$ cat src/rtl/hrm_pkg.sv
// Shared definitions for the program fetch unit: opcode nibbles, operand
// decode and fetch FSM state encoding.
package hrm_pkg;

  typedef enum logic [1:0] {
    StIssueOp,
    StLatchOp,
    StLatchArg,
    StPresent
  } fetch_state_e;

  localparam logic [3:0] OpInbox    = 4'h0;
  localparam logic [3:0] OpOutbox   = 4'h1;
  localparam logic [3:0] OpCopyFrom = 4'h2;
  localparam logic [3:0] OpCopyTo   = 4'h3;
  localparam logic [3:0] OpAdd      = 4'h4;
  localparam logic [3:0] OpSub      = 4'h5;
  localparam logic [3:0] OpBumpUp   = 4'h6;
  localparam logic [3:0] OpBumpDn   = 4'h7;
  localparam logic [3:0] OpJump     = 4'h8;
  localparam logic [3:0] OpJumpZ    = 4'h9;
  localparam logic [3:0] OpJumpN    = 4'hA;
  localparam logic [3:0] OpHalt     = 4'hF;

  // Everything from COPYFROM through JUMPN carries a second (operand) byte.
  function automatic logic has_operand(input logic [7:0] opcode);
    return (opcode[7:4] >= OpCopyFrom) && (opcode[7:4] <= OpJumpN);
  endfunction

endpackage

$ cat src/rtl/prog_fetch.sv
// Instruction fetch: reads one- or two-byte instructions from a registered
// program ROM and presents them to the control unit with a valid/ready handshake.
module prog_fetch
  import hrm_pkg::*;
#(
  parameter int unsigned        ADDR_W   = 8,
  parameter logic [ADDR_W-1:0]  RESET_PC = '0
) (
  input  logic              clk,
  input  logic              rst_n,
  output logic [ADDR_W-1:0] rom_addr,
  input  logic [7:0]        rom_data,
  input  logic              en,
  input  logic              jmp_valid,
  input  logic [ADDR_W-1:0] jmp_addr,
  output logic              out_valid,
  input  logic              out_ready,
  output logic [7:0]        out_instr,
  output logic [7:0]        out_operand,
  output logic [ADDR_W-1:0] out_pc
);

  fetch_state_e      state_q, state_d;
  logic [ADDR_W-1:0] pc_q, pc_d;
  logic [ADDR_W-1:0] opc_q, opc_d;
  logic              valid_q, valid_d;
  logic [7:0]        instr_q, instr_d;
  logic [7:0]        operand_q, operand_d;

  always_comb begin
    state_d   = state_q;
    pc_d      = pc_q;
    opc_d     = opc_q;
    valid_d   = valid_q;
    instr_d   = instr_q;
    operand_d = operand_q;

    case (state_q)
      StIssueOp: begin
        if (en) begin
          opc_d   = pc_q;
          pc_d    = pc_q + ADDR_W'(1);
          state_d = StLatchOp;
        end
      end
      StLatchOp: begin
        instr_d = rom_data;
        if (has_operand(rom_data)) begin
          // rom_addr already points at the operand byte this cycle.
          pc_d    = pc_q + ADDR_W'(1);
          state_d = StLatchArg;
        end else begin
          operand_d = '0;
          valid_d   = 1'b1;
          state_d   = StPresent;
        end
      end
      StLatchArg: begin
        operand_d = rom_data;
        valid_d   = 1'b1;
        state_d   = StPresent;
      end
      StPresent: begin
        if (out_ready) begin
          valid_d = 1'b0;
          state_d = StIssueOp;
        end
      end
      default: state_d = StIssueOp;
    endcase

    // A redirect overrides everything, including a handshake in the same cycle.
    if (jmp_valid) begin
      pc_d    = jmp_addr;
      valid_d = 1'b0;
      state_d = StIssueOp;
    end
  end

  always_ff @(posedge clk or negedge rst_n) begin
    if (!rst_n) begin
      state_q   <= StIssueOp;
      pc_q      <= RESET_PC;
      opc_q     <= '0;
      valid_q   <= 1'b0;
      instr_q   <= '0;
      operand_q <= '0;
    end else begin
      state_q   <= state_d;
      pc_q      <= pc_d;
      opc_q     <= opc_d;
      valid_q   <= valid_d;
      instr_q   <= instr_d;
      operand_q <= operand_d;
    end
  end

  assign rom_addr    = pc_q;
  assign out_valid   = valid_q;
  assign out_instr   = instr_q;
  assign out_operand = operand_q;
  assign out_pc      = opc_q;

endmodule

$ cat config.mk
export PLATFORM = sky130hd
export DESIGN_NAME = prog_fetch
export DESIGN_NICKNAME = d
export VERILOG_FILES = /design/src/rtl/hrm_pkg.sv /design/src/rtl/prog_fetch.sv
export SDC_FILE = /design/constraint.sdc
export NUM_CORES = 1
export LEC_CHECK = 0
export ABC_AREA = 1
export CORE_MARGIN = 2
export CORE_UTILIZATION = 46
export CTS_CLUSTER_SIZE = 14
export DETAILED_ROUTE_END_ITERATION = 8
export PLACE_DENSITY = 0.76
export SYNTH_ARGS = -nofsm -noshare
export SYNTH_HDL_FRONTEND = slang
export SYNTH_SLANG_ARGS = --single-unit
$ cat constraint.sdc
create_clock -name clk -period 2.01 [get_ports clk]
set_input_delay 0.603 -clock clk [delete_from_list [all_inputs] [get_ports clk]]
set_output_delay 0.603 -clock clk [all_outputs]
set_load 0.02 [all_outputs]
==> reports/qor_table.md <==
| Quantity | Value | Unit |
| --- | --- | --- |
| Instance count of the mapped netlist | 221 | - |
| CP bufs+invs | 1 | - |
| Global router's overall resource usage | 20.1 | % |
| Count of flip-flops with a built-in enable after synthesis | 0 | - |
| Actual slew at the worst max-slew pin | 446 | ps |
| List of cells traversed by the critical path | clkdlybuf4s50_1 | - |
| Final setup violation count | 0 | - |
| Run status | complete, no violations | - |
| Syn_nets | 248 | - |
| Site Rows | 22 | - |
| Slew HR | 70.3 | % |
| WS Path Type | reg -> out | - |
| Count of yosys warnings during synthesis | 0 | - |
| Layout Cells excl Fill | 330 | - |
| Hold wc startpoint | out_instr[3] | - |
| Slack of the critical path | 50.3 | ps |
| RSZ-0062 raised after global routing | false | - |
| Library cell occupying the most area in the post-synthesis netlist | dfrtp_1 | - |
| Fraction of synthesis flops using an asynchronous set or reset pin | 100 | % |
| Beginning of the worst register-to-register path | state_q[0] | - |
| Global routing usage on met1 | 27.8 | % |
| Cell types with the highest counts after synthesis | 89 x nand2_1, 35 x dfrtp_1, 26 x nand3_1 | - |
| CTS H-tree depth | 2 | - |
| Die Span Y | 66.0 | um |
| First-pass GRT wire length | 6630 | um |
| Syn Area/Cell | 7.99 | um2 |
| Global-route met2 utilization | 31.6 | % |
| Cell count after placement | 322 | - |
| Endpoint kind of the worst setup timing path | output pin | - |
| Buffer cell driving the clock tree root | clkbuf_8 | - |
| Worst slack, placed | 41.4 | ps |
| I/O pin count | 54 | - |
| Wire length per cell after detailed routing | 11.9 | um |
| DR DRC count | 0 | - |
| Final WL | 3910 | um |
| Number of distinct standard cells referenced by the synthesized netlist | 24 | - |
| Buffers inserted by post-CTS timing repair | 0 | - |
| End-of-flow core utilization | 67.6 | % |
| Total half-perimeter wirelength after legalization and detailed placement | 2920 | um |
| Share of the synthesized area in the top cell type | 49.6 | % |
| DRT Pass-1 Iters | 4 | - |
| Total chip power | 4040 | uW |
| Maximum fanout along the worst path | 6 | - |
| Initial antenna violation count | 0 | - |
| Leakage component of the power | 0.00122 | uW |
| Power density over cell area | 1620 | nW/um2 |
| Vias in the first global route | 1503 | - |
| Final hold violations | 0 | - |
| Cell class contributing the biggest share of worst-path delay | buffers and inverters | - |
| Startpoint type of the worst setup path | flop | - |
| Global placer's final weighted congestion | 0.848 | - |
| Proportion of synthesized chip area in sequential cells | 49.6 | % |
| Critical path startpoint | rom_addr[5] | - |
| Antenna cells | 0 | - |
| Effective utilization at floorplan | 47.9 | % |
| Classification of the worst-slack hold path | reg -> reg | - |
| Highest-delay cell along the critical path | clkdlybuf4s50_1 | - |
| Top FF cell, synth | dfrtp_1 | - |
| Width of the die | 66.0 | um |
| Most repeated cell in the gate-level netlist after synthesis | nand2_1 | - |
| Final setup TNS | 0 | ps |
| Number of synthesized register bits | 35 | - |
| Crit path time final | 1960 | ps |
| Drt first-iter violations | 97 | - |
| Average vias per placed instance | 4.86 | - |
| Die area | 4350 | um2 |
| Area growth, synth to finish | 41.2 | % |
| Number of sinks handled by clock tree synthesis | 35 | - |
| Pin count of the biggest net entering global routing | 36 | - |
| Post-route antenna net violation count | 0 | - |
| Netlist area before placement | 1770 | um2 |
| Leading post-synthesis cells by cell area | dfrtp_1 50%, nand2_1 19%, nand3_1 7.4% | - |
| Required time of the worst setup path | 1410 | ps |
| Placeable core area | 3690 | um2 |
| Clock buffer count from CTS | 5 | - |
| Max-slew violation count | 0 | - |
| Fin Clk Skew | 7.03 | ps |
| Number of nets in the layout | 308 | - |
| Via total after detailed routing | 1604 | - |
| Number of max-cap violations | 0 | - |
| Worst path max stage delay | 630 | ps |
| CTS Buffer Depth | 2 | - |
| Port Buffers | 53 | - |
| Clock transition at the register clock pins on the worst setup and hold paths after CTS | 70 | ps |
| Final critical-path share of the clock period | 97.5 | % |
| Clock latency at the later pin of the worst-skew pair | 290 | ps |
| Clock tree from TritonCTS | yes | - |
| Most used routing layer in global routing | met2 | - |
| Met3 GRT Util | 4.77 | % |
| Fmax achieved | 0.510 | GHz |
| Global-route congestion overflow total | 0 | - |
| Signal arrival time at the worst endpoint | 1360 | ps |
| Fraction of layout instances using a drive strength above 1 | 8.87 | % |
| Worst IR drop on VDD | 743 | uV |
-- cell families after synthesis --
logic type | Yosys count | share of synthesized area [%]
and+or+nand+nor | 131 | 31.8
xor gates and xnor gates | 2 | 0.992
AOI/OAI and AO/OA | 22 | 7.16
adders and majority gates | 6 | 4.25
buffers and inverters | 24 | 5.60
DFF | 35 | 49.6
muxes | 1 | 0.638
-- repair_timing --
action,in CTS,in global routing
hold endpoints to repair,0,0
hold buffers,0,0
resized for setup,1,0
setup endpoints to repair,1,0
-- worst register-to-register path: cells and delay by family, from the launching register on --
family | cells | cell delay, ps
AOI/OAI and AO/OA | 1 | 300
buffers and inverters | 3 | 340
DFF | 1 | 400
and+or+nand+nor | 2 | 130
adders and majority gates | 1 | 390
-- path summary, 6_finish.rpt --
path	to	slack, ps	cells after the start
min in group asynchronous	out_instr[1]	720	2
worst max register to register	out_operand[5]	330	7
worst min-delay path	out_instr[3]	480	2
worst min register to register	out_instr[3]	480	2
worst max-delay path	rom_addr[5]	50	1
max in group asynchronous	out_instr[5]	960	2
-- cell usage in the layout (no fill, tap or decap) --
cell,Yosys,layout
buf_4,0,7
inv_1,13,13
dfrtp_1,35,35
inv_4,1,1
ha_1,6,6
xor2_1,1,1
or2_0,1,1
mux2_2,1,1
clkdlybuf4s50_1,0,52
o21ai_1,2,2
nand3_4,1,1
xnor2_1,1,1
nand2_4,2,2
a21oi_1,2,2
inv_2,3,3
nand3_1,26,26
nand4_1,2,2
bufinv_16,0,1
o21ai_0,15,15
o21ai_2,1,1
o21ai_4,1,1
clkbuf_8,0,6
nor2_1,10,10
a31oi_1,1,1
nand2_1,89,89
clkinv_2,0,1
dlygate4sd2_1,0,1
-- power by group --
part	internal [uW]	switching (uW)	leakage, uW
combinational	921	1200	0.000708
clock	401	254	0.0000612
sequential	1030	235	0.000447
total	2350	1690	0.00122
-- per-layer routing --
| layer | routed length [um] | vias to the layer above |
|---|---|---|
| li1 | - | 824 |
| met1 | 1880 | 735 |
| met2 | 1790 | 40 |
| met3 | 198 | 5 |
| met4 | 43 | 0 |
| met5 | 0 | - |
-- sequential cells by signal, indices dropped and copies added, names as in the netlist --
register and count:
state_q 2, out_pc 8, out_operand 8, out_valid 1
rom_addr 8, out_instr 8
-- per-stage QoR --
step / hold slack, ps / cell area (um2)
3_5_place_dp: 464 / 2380
2_1_floorplan: 307 / 1770
5_1_grt: 517 / 2490
4_1_cts: 479 / 2490
6_report: 478 / 2490
3_3_place_gp: 456 / 2380
-- cell type report --
class	instances	area (um2)
multi-input combinational	162	791
tap	48	60.1
sequential	35	876
timing repair buffer	60	582
clock inverter	2	35.0
fill	334	1200
clock buffer	6	82.6
inverter	17	66.3
No activity file was read; power rests on OpenSTA's default activity.
